==> src/rtl/mips_test_pkg.sv <==
// Shared types and constants for the data-memory write monitor.
// Optional build macro used by the monitor: MEM_MONITOR_LOG_EN.
package mips_test_pkg;

  typedef enum logic [1:0] {
    ST_IDLE    = 2'd0,
    ST_ARMED   = 2'd1,
    ST_PASS    = 2'd2,
    ST_TIMEOUT = 2'd3
  } mon_state_t;

  // One log entry is {dataadr, writedata}
  localparam int LOG_W = 64;

  // Saturation ceiling for the 16-bit store counters
  localparam logic [15:0] CNT_SAT = 16'hFFFF;

  function automatic logic [15:0] sat_inc16(input logic [15:0] v);
    return (v == CNT_SAT) ? v : v + 16'd1;
  endfunction

endpackage

==> src/rtl/mon_log_fifo.sv <==
// Small synchronous FIFO holding mismatched stores.
// A push into a full FIFO is accepted only when a pop happens in the same
// cycle; otherwise it is dropped and the caller decides what to flag.
// Built only when MEM_MONITOR_LOG_EN is defined.
module mon_log_fifo #(
  parameter int DEPTH = 8,
  parameter int WIDTH = 64
) (
  input  logic             i_clk,
  input  logic             i_reset,
  input  logic             i_clear,
  input  logic             i_push,
  input  logic             i_pop,
  input  logic [WIDTH-1:0] i_data,
  output logic [WIDTH-1:0] o_data,
  output logic             o_full,
  output logic             o_empty
);

  localparam int AW = (DEPTH > 1) ? $clog2(DEPTH) : 1;
  localparam logic [AW:0] FULL_C = (AW+1)'(DEPTH);

  logic [WIDTH-1:0] r_mem [DEPTH];
  logic [AW-1:0]    r_wr_ptr;
  logic [AW-1:0]    r_rd_ptr;
  logic [AW:0]      r_count;
  logic             w_do_push;
  logic             w_do_pop;

  assign o_empty   = (r_count == '0);
  assign o_full    = (r_count == FULL_C);
  assign w_do_pop  = i_pop && !o_empty;
  assign w_do_push = i_push && (!o_full || w_do_pop);

  // Head entry; forced to zero while empty so stale data never shows
  assign o_data = o_empty ? '0 : r_mem[r_rd_ptr];

  // Pointers (wrap naturally at the power-of-two depth) and occupancy
  always_ff @(posedge i_clk or posedge i_reset) begin
    if (i_reset) begin
      r_wr_ptr <= '0;
      r_rd_ptr <= '0;
      r_count  <= '0;
    end else if (i_clear) begin
      r_wr_ptr <= '0;
      r_rd_ptr <= '0;
      r_count  <= '0;
    end else begin
      if (w_do_push) r_wr_ptr <= r_wr_ptr + 1'b1;
      if (w_do_pop)  r_rd_ptr <= r_rd_ptr + 1'b1;
      case ({w_do_push, w_do_pop})
        2'b10:   r_count <= r_count + 1'b1;
        2'b01:   r_count <= r_count - 1'b1;
        default: r_count <= r_count;
      endcase
    end
  end

  // Entry storage
  always_ff @(posedge i_clk or posedge i_reset) begin
    if (i_reset) begin
      for (int i = 0; i < DEPTH; i++) r_mem[i] <= '0;
    end else if (w_do_push) begin
      r_mem[r_wr_ptr] <= i_data;
    end
  end

endmodule

==> src/rtl/mem_write_monitor.sv <==
// Bus-side monitor on the processor data-memory write port. Armed with an
// expected (address, data) store and a cycle budget; reports pass/timeout,
// store counts and elapsed cycles.
// Define MEM_MONITOR_LOG_EN to build the mismatch log FIFO and overflow flag;
// without it the log outputs are tied low and i_log_pop is ignored.
module mem_write_monitor
  import mips_test_pkg::*;
#(
  parameter int TIMEOUT   = 100,
  parameter int LOG_DEPTH = 8
) (
  input  logic        i_clk,
  input  logic        i_reset,
  input  logic        i_start,
  input  logic [31:0] i_expadr,
  input  logic [31:0] i_expdata,
  input  logic        i_memwrite,
  input  logic [31:0] i_dataadr,
  input  logic [31:0] i_writedata,
  input  logic        i_log_pop,
  output logic        o_done,
  output logic        o_pass,
  output logic [31:0] o_cycles,
  output logic [15:0] o_wrcount,
  output logic [15:0] o_miscount,
  output logic        o_log_valid,
  output logic [31:0] o_log_adr,
  output logic [31:0] o_log_data,
  output logic        o_log_overflow
);

  localparam logic [31:0] TIMEOUT_C = 32'(TIMEOUT);

  mon_state_t  r_state;
  logic [31:0] r_expadr;
  logic [31:0] r_expdata;
  logic [31:0] r_cycles;
  logic [15:0] r_wrcount;
  logic [15:0] r_miscount;
  logic        r_done;
  logic        r_pass;

  logic        w_match;
  logic        w_mismatch_store;
  logic [31:0] w_cycles_nxt;

  assign w_match          = (i_dataadr == r_expadr) && (i_writedata == r_expdata);
  assign w_mismatch_store = (r_state == ST_ARMED) && !i_start && i_memwrite && !w_match;
  assign w_cycles_nxt     = r_cycles + 32'd1;

  // Run controller: start re-arms from any state and overrides this cycle's store
  always_ff @(posedge i_clk or posedge i_reset) begin
    if (i_reset) begin
      r_state    <= ST_IDLE;
      r_expadr   <= '0;
      r_expdata  <= '0;
      r_cycles   <= '0;
      r_wrcount  <= '0;
      r_miscount <= '0;
      r_done     <= 1'b0;
      r_pass     <= 1'b0;
    end else if (i_start) begin
      r_state    <= ST_ARMED;
      r_expadr   <= i_expadr;
      r_expdata  <= i_expdata;
      r_cycles   <= '0;
      r_wrcount  <= '0;
      r_miscount <= '0;
      r_done     <= 1'b0;
      r_pass     <= 1'b0;
    end else begin
      case (r_state)
        ST_ARMED: begin
          r_cycles <= w_cycles_nxt;
          if (i_memwrite) begin
            r_wrcount <= sat_inc16(r_wrcount);
            if (!w_match) r_miscount <= sat_inc16(r_miscount);
          end
          // A match on the budget's last edge still counts as a pass
          if (i_memwrite && w_match) begin
            r_state <= ST_PASS;
            r_done  <= 1'b1;
            r_pass  <= 1'b1;
          end else if (w_cycles_nxt >= TIMEOUT_C) begin
            r_state <= ST_TIMEOUT;
            r_done  <= 1'b1;
            r_pass  <= 1'b0;
          end
        end
        default: r_state <= r_state;
      endcase
    end
  end

  assign o_done     = r_done;
  assign o_pass     = r_pass;
  assign o_cycles   = r_cycles;
  assign o_wrcount  = r_wrcount;
  assign o_miscount = r_miscount;

`ifdef MEM_MONITOR_LOG_EN
  logic             w_log_full;
  logic             w_log_empty;
  logic [LOG_W-1:0] w_log_head;
  logic             r_log_overflow;

  mon_log_fifo #(
    .DEPTH (LOG_DEPTH),
    .WIDTH (LOG_W)
  ) u_log (
    .i_clk   (i_clk),
    .i_reset (i_reset),
    .i_clear (i_start),
    .i_push  (w_mismatch_store),
    .i_pop   (i_log_pop),
    .i_data  ({i_dataadr, i_writedata}),
    .o_data  (w_log_head),
    .o_full  (w_log_full),
    .o_empty (w_log_empty)
  );

  // Sticky drop flag: a pop in the same cycle makes room, so nothing is lost then
  always_ff @(posedge i_clk or posedge i_reset) begin
    if (i_reset) begin
      r_log_overflow <= 1'b0;
    end else if (i_start) begin
      r_log_overflow <= 1'b0;
    end else if (w_mismatch_store && w_log_full && !i_log_pop) begin
      r_log_overflow <= 1'b1;
    end
  end

  assign o_log_valid    = !w_log_empty;
  assign o_log_adr      = w_log_head[63:32];
  assign o_log_data     = w_log_head[31:0];
  assign o_log_overflow = r_log_overflow;
`else
  logic w_unused_log;

  assign w_unused_log   = i_log_pop | w_mismatch_store | (LOG_DEPTH == 0);
  assign o_log_valid    = 1'b0;
  assign o_log_adr      = '0;
  assign o_log_data     = '0;
  assign o_log_overflow = 1'b0;
`endif

endmodule
==> config.mk <==
export PLATFORM = sky130hd
export DESIGN_NAME = mem_write_monitor
export DESIGN_NICKNAME = d
export VERILOG_FILES = /design/src/rtl/mips_test_pkg.sv /design/src/rtl/mon_log_fifo.sv /design/src/rtl/mem_write_monitor.sv
export SDC_FILE = /design/constraint.sdc
export NUM_CORES = 1
export LEC_CHECK = 0
export BUFFER_PORTS_ARGS = -buffer_cell sky130_fd_sc_hd__buf_2
export CELL_PAD_IN_SITES_DETAIL_PLACEMENT = 0
export CELL_PAD_IN_SITES_GLOBAL_PLACEMENT = 2
export CORE_UTILIZATION = 30
export CTS_CLUSTER_SIZE = 16
export DETAILED_ROUTE_END_ITERATION = 7
export PLACE_DENSITY = 0.76
export SLEW_MARGIN = 10
export SYNTH_ARGS = -nofsm -noshare
export SYNTH_HDL_FRONTEND = slang
export SYNTH_SLANG_ARGS = --single-unit
==> constraint.sdc <==
create_clock -name i_clk -period 4.35 [get_ports i_clk]
set_clock_uncertainty 0.15 [all_clocks]
set_input_delay 0.435 -clock i_clk [delete_from_list [all_inputs] [get_ports i_clk]]
set_output_delay 0.435 -clock i_clk [all_outputs]
set_load 0.01 [all_outputs]
==> impl_results.md, run 1 <==
* Outcome: finished, final reports clean
* Synth area leaders: dfrtp_1 (43%), mux2_2 (11%), xor2_1 (11%)
* Mean routed wirelength per cell at roughly 16 um
* IO Port Bufs at between 150 and 200
* First drt pass iteration count at 4
* Vias in the first global route at 5694
* Flop pwr share at 43.5%
* Num CTS Buffers at 17
* Mean post-synth cell area at 10.1 um2
* Min Tclk post-route at 2.99 ns
* Final ANT Viol Nets at 0
* Clock power frac at 46.0%
* Global-route wire length before repair at 31900 um
* Primary FF master, synth: dfrtp_1
* Most frequent cells in the layout: buf_2 (196), dfrtp_1 (131), xor2_1 (92)
* Die area at between 20000 and 30000 um2
* Core area at approximately 25000 um2
* Most common cell after layout, fill and taps aside: buf_2
* Die width at 162 um
* Crit path top cell by count: nor3_2
* Hold Buf Count CTS at 0
* Critical path buffers and inverters at 0
* RSZ-0062 raised after global routing: no
* Sw frac at between 20 and 30%
* Mapped Cells at 761
* # DRC at 0
* DP HPWL at approximately 15000 um
* Sw power at around 0.00087 W
* # H-tree levels at 4
* Slew HR at between 30% and 40%
* Final net count at 1081
* CP peak stage delay at 0.89 ns
* Register area at 3280 um2
* Clk_lat worst skew at 0.42 ns
* Final setup violation count at 0
* Overall Power at 0.00307 W
* DRT Wirelength at 20300 um
* Comb power frac at 10.6%
* Critical Path RT at 4.51 ns
* CTS tree: yes
* Pin count of the biggest net entering global routing at 79
* Critical path's slowest cell: nor3_2
* Synth area leader: dfrtp_1
* Total gr overflow at 0
* Synthesized area at roughly 7700 um2
* Num ports at 265
* Clock buffer depth at 2
* Root Buffer: clkbuf_16
* Post-Route Setup TNS at 0 ns
* Area grow syn2layout at 20.8%
* Chain of cells forming the critical path: and4_1 -> nand4_1 -> nor3_2 -> nand3_1 -> nor3_2 -> nor4_1 -> mux2_2
* Clock slew at reported path FFs at 0.07 ns
* Actual slew at the worst max-slew pin at 1.04 ns
* Synth Warn # at 0
* Area occupied by multi-input gates at 3920 um2
* Die Y at 162 um
* Power Dens Cells at between 300 and 400 nW/um2
* Starting Density at 30.5%
* Fin crit share at 68.8%
* Final Hold Fails at 0
* Maxcap violations at 0
* Post-synthesis async set-or-reset flop share at 100%
* Row count at 58
* GRT Total Usage at 15.6%
* Fill cells at approximately 2600
* Register area share after synthesis at 42.8%
* Pleak at 4.26 nW
* Hold crit path type: in -> async
* Synth cell types at 55
* Critical-path maximum fanout at 18
* Ant. Diodes at 0
* DRT iter0 DRCs at 246
* Register bit total from synthesis at 131
* GP Congestion at 0.784
* Fraction of layout cells with a size suffix above 1 at 34.0%
* CP delay by family, top: simple AND/OR/NAND/NOR gates
* Pins Over Slew Limit at 0
* WS Path Type: reg -> reg
* # resized after CTS at 0
* CP endpoint kind: flop
* FMAX at 334 MHz
* Initial antenna violation count at 0
* Vias post-DR at between 6000 and 7000
* Int Pwr at 0.00219 W
* Fin util at 36.8%
* Min Hold Slack at 0.0000246 ns
* DR vias/cell at roughly 4.7
* Post-synth EDFFs at 0
* CP startpoint kind: flop
* Maximum vdd drop at 0.228 mV
* Data arrival time of the critical path at 3.15 ns
* CTS Sinks at 131
* Synth top area share at 42.8%
* Postcts setup bufs at 0
==> cell usage after synthesis (12+ instances only) <==
| cell type | instances |
|---|---|
| clkbuf_1 | 12 |
| dfrtp_1 | 131 |
| mux2_2 | 72 |
| nand2_1 | 34 |
| nor2_1 | 81 |
| xor2_1 | 92 |
| xnor2_1 | 17 |
| nand3_1 | 28 |
| nand4_1 | 22 |
| a21oi_1 | 16 |
| o21ai_0 | 12 |
| buf_2 | 13 |
| buf_4 | 68 |
| nor4_1 | 26 |
| nor3_1 | 16 |
==> cell type report <==
type                       count  area share (%)
multi-input combinational    583            42.4
sequential                   131            35.4
timing repair buffer         203            11.2
clock buffer                  17            4.60
tap                          330            4.46
clock inverter                15            1.47
inverter                       9           0.419
==> layer usage <==
layer / share of wire [%] / routed length (um) / track usage, % / up-vias
li1: - / - / - / 2911
met1: 47 / 9520 / 21.1 / 2887
met2: 46 / 9270 / 24.9 / 198
met3: 7.0 / 1420 / 4.19 / 11
met4: 0.65 / 133 / 3.26 / 0
met5: 0 / 0 / 0 / -
==> sequential cells by signal, summed over array words and instances, names as in the netlist <==
| signal | cells |
|---|---|
| r_expadr | 32 |
| r_expdata | 32 |
| o_cycles | 32 |
| o_pass | 1 |
| o_miscount | 16 |
| o_wrcount | 16 |
| r_state | 2 |
==> worst paths after layout <==
path | start | slack [ns] | cells after the start | to
setup / recovery | o_miscount[3] | 1.36 | 7 | o_miscount[10]
hold / removal | i_reset | 0.00002 | 2 | r_expdata[25]
setup reg to reg | o_miscount[3] | 1.36 | 7 | o_miscount[10]
hold reg to reg | r_expadr[28] | 0.38 | 1 | r_expadr[28]
max in group asynchronous | i_reset | 3.13 | 3 | o_cycles[14]
min in group i_clk | i_expdata[18] | 0.09 | 2 | r_expdata[18]
==> stage by stage <==
| stage | area, um2 | std cells | worst slack (ns) |
|---|---|---|---|
| after floorplan | 7900 | 826 | 0.267 |
| after global placement | 8690 | 1256 | 1.27 |
| after detailed placement | 8690 | 1256 | 1.26 |
| after CTS | 9250 | 1288 | 1.38 |
| after global routing | 9250 | 1288 | 1.12 |
| final | 9250 | 1288 | 1.36 |
==> power groups by stage <==
stage	clock (W)	combinational (W)	sequential [W]
floorplan	0	0.000254	0.00135
global placement	0	0.000327	0.00135
detailed placement	0	0.000333	0.00136
CTS	0.00146	0.000334	0.00133
global route	0.00152	0.000364	0.00134
finish	0.00141	0.000324	0.00133
==> worst register-to-register path: stages, from the launching register on <==
cell,delay (ns)
dfrtp_1,0.45
and4_1,0.28
nand4_1,0.20
nor3_2,0.28
nand3_1,0.19
nor3_2,0.89
nor4_1,0.13
mux2_2,0.31
==> kinds of logic (layout without fill, tap and decap cells) <==
logic type,Yosys count,after routing,synth area share (%)
buffers and inverters,112,244,9.14
adders and majority gates,3,3,0.490
DFF,131,131,42.8
AOI/OAI and AO/OA,59,59,5.13
and+or+nand+nor,268,268,18.5
xor gates and xnor gates,109,109,12.5
other,1,66,0.0490
muxes,78,78,11.4
No activity file was read; power rests on OpenSTA's default activity.
==> run 2, diff against run 1 <==
- ABC_AREA: unset -> 1
- CORE_UTILIZATION: 30 -> 25
- PLACE_DENSITY: 0.76 -> 0.73
- clock period: 4.35 -> 2.5 ns (I/O delays scaled with it)
==> run 2 against run 1 <==
Net effect: die area grew 24%; first-iteration DRC count grew 27%; routed wire length rose by 18%; cell area rose by 14%; worst hold slack improved by 0.083 ns; the flow now finishes with violations (DRC); synthesized cell count increased by 42%; flip-flop and latch count did not move; utilization is 2.7 points lower; clock power up 89%; fmax increased by 32%; synthesized area grew 3.4%.
==> impl_results.md, run 2 <==
* Mean post-synth cell area at 7.31 um2
* Xor-xnor portion of the synthesized cell area at 8.18%
* # H-tree levels at 4
* Fraction of layout cells with a size suffix above 1 at approximately a fifth
* DP Area at ~9000 um2
* Root Buffer: clkbuf_16
* Post-synthesis adder-cell area fraction at 0.474%
* Fin crit share at between 90% and 100%
* Row count at 64
* Clock buffer depth at 2
* Most frequent cells in the layout: nand2_1 (386), buf_2 (196), dfrtp_1 (129)
* Most common cell after layout, fill and taps aside: nand2_1
* Synth area leaders: dfrtp_1 (41%), nand2_1 (18%), xor2_1 (7.4%)
* Clk_lat worst skew at 0.42 ns
* Synth area leader: dfrtp_1
* Total gr overflow at 0
* Area grow syn2layout at 33.1%
* Main combinational cell family by area after synthesis: simple AND/OR/NAND/NOR gates
* Mean routed wirelength per cell at between 10 and 15 um
* CTS tree: yes
* Register area share after synthesis at 41.4%
* Actual slew at the worst max-slew pin at 0.716 ns
* GP Congestion at 0.788
* Overall Power at between 0.005 and 0.006 W
* # DRC at 24
* Critical Path RT at around 2.7 ns
* CP startpoint kind: flop
* Die Y at 180 um
* Final setup violation count at 0
* Global-route wire length before repair at 38300 um
* DP HPWL at 17600 um
* RSZ-0062 raised after global routing: no
* CTS Sinks at roughly 130
* Starting Density at 25.7%
* Register bit total from synthesis at 131
* WS Path Type: reg -> reg
* DR vias/cell at 4.10
* Min Tclk post-route at 2.26 ns
* Vias in the first global route at 7215
* First drt pass iteration count at 8
* Top-count cell post-synth: nand2_1
* Post-synth EDFFs at 0
* Post-synthesis async set-or-reset flop share at 100%
* Synth Warn # at 0
* Die area at between 30000 and 40000 um2
* Synth top area share at 41.4%
* Core area at 30800 um2
* DRT Wirelength at about 24000 um
* Maxcap violations at 0
* Num CTS Buffers at 17
* Fin util at 34.2%
* Mux cell area share after synthesis at 0%
* IO Port Bufs at 197
* Synth cell types at 38
* Post-Route Setup TNS at 0 ns
* Vias post-DR at 7261
* Synthesized area at 7910 um2
* Die width at around 180 um
* Initial antenna violation count at 6
* Clock slew at reported path FFs at ~0.06 ns
* FMAX at between 400 and 500 MHz
* Num ports at 265
* Synth cell count leaders: nand2_1 (387), dfrtp_1 (131), nor2_1 (109), inv_1 (100)
* Pin count of the biggest net entering global routing at a little under 70
* Final net count at 1494
* Final ANT Viol Nets at 0
* Final Hold Fails at 0
* Min Hold Slack at 0.0826 ns
* Pleak at 5.48 nW
* Outcome: finished, violations left
* Failing checks: DRC
* Slew HR at a little over half
* Maximum vdd drop at about 0.46 mV
* GRT Total Usage at 15.1%
* CP endpoint kind: flop
* Hold crit path type: in -> reg
* Primary FF master, synth: dfrtp_1
* Critical-path maximum fanout at 5
* DRT iter0 DRCs at 312
* Power Dens Cells at about 550 nW/um2
* Mapped Cells at between 1000 and 1500
* Post-synthesis compound-gate area fraction at 5.69%
* Data arrival time of the critical path at 2.46 ns
* Post-route cell area at 10500 um2
* Simple-gate share of the synthesized area at 31.6%
* Pins Over Slew Limit at 0
[run 2: cell types whose count changed after synthesis, sizes merged, moves of 23 or more]
cell   previous run  this run
inv               9       104
nor2             81       122
xor2             92        68
mux2             72         0
nand2            34       393
nor4             26         3
[run 2: path summary, 6_finish.rpt]
check | startpoint | end | slack [ns] | cells after the start
worst max-delay path | o_cycles[1] | o_pass | 0.24 | 17
worst min-delay path | i_start | o_wrcount[4] | 0.08 | 4
worst max register to register | o_cycles[1] | o_pass | 0.24 | 17
worst min register to register | o_pass | o_pass | 0.32 | 2
max in group asynchronous | i_reset | r_expdata[14] | 1.23 | 4
min in group asynchronous | i_reset | r_expadr[23] | 0.27 | 3
[run 2: power by group]
group          switching [W]  internal, W
Combinational       0.000487     0.000358
Clock                0.00114      0.00153
Sequential         0.0000836      0.00224
[run 2: critical path, stage by stage, from the launching register on]
cell,delay (ns)
dfrtp_1,0.40
ha_4,0.17
nand2_2,0.07
nor2_4,0.17
nand2_2,0.10
nor2_4,0.18
nand2_1,0.07
nand2_1,0.06
nand2_1,0.06
inv_2,0.05
nand2_1,0.04
nor2_1,0.14
nand2_1,0.11
nor2_2,0.14
nand3_2,0.08
nand2_1,0.08
nand2_1,0.06
nand2_1,0.06
[run 2: repair_timing]
item,4_1_cts,5_1_grt
buffers inserted,0,4
resized for setup,0,8
endpoints found under the hold margin,77,0
endpoints found under the setup margin,0,13
hold buffers,65,0
[run 2: metrics by stage]
stage / instances / setup WS [ns]
final: 1771 / 0.237
after detailed placement: 1666 / 0.125
after CTS: 1763 / 0.112
after floorplan: 1147 / 0.380
after global routing: 1767 / 0.000262
after global placement: 1666 / 0.145
[run 2: logic make-up (layout without fill, tap and decap cells)]
logic type / after synthesis / after routing
simple gates: 597 / 597
buf+inv: 197 / 421
flops: 131 / 131
compound gates: 80 / 80
xor+xnor: 73 / 73
fa+ha+maj: 3 / 3
other cells: 1 / 70
[run 2: final cells by class]
cell class	count	area, um2
Sequential cell	131	3280
Multi-Input combinational cell	819	3910
Clock inverter	15	184
Timing Repair Buffer	284	1830
Clock buffer	17	425
Antenna cell	4	10.0
Tap cell	396	495
Fill cell	3354	20300
Inverter	105	398
[run 2: layer usage]
| layer | up-vias | global-route usage [%] | wire (um) |
|---|---|---|---|
| li1 | 3793 | - | - |
| met1 | 3274 | 19.3 | 10900 |
| met2 | 177 | 24.7 | 11100 |
| met3 | 11 | 5.29 | 1810 |
| met4 | 6 | 2.41 | 128 |
| met5 | - | 0 | 34 |
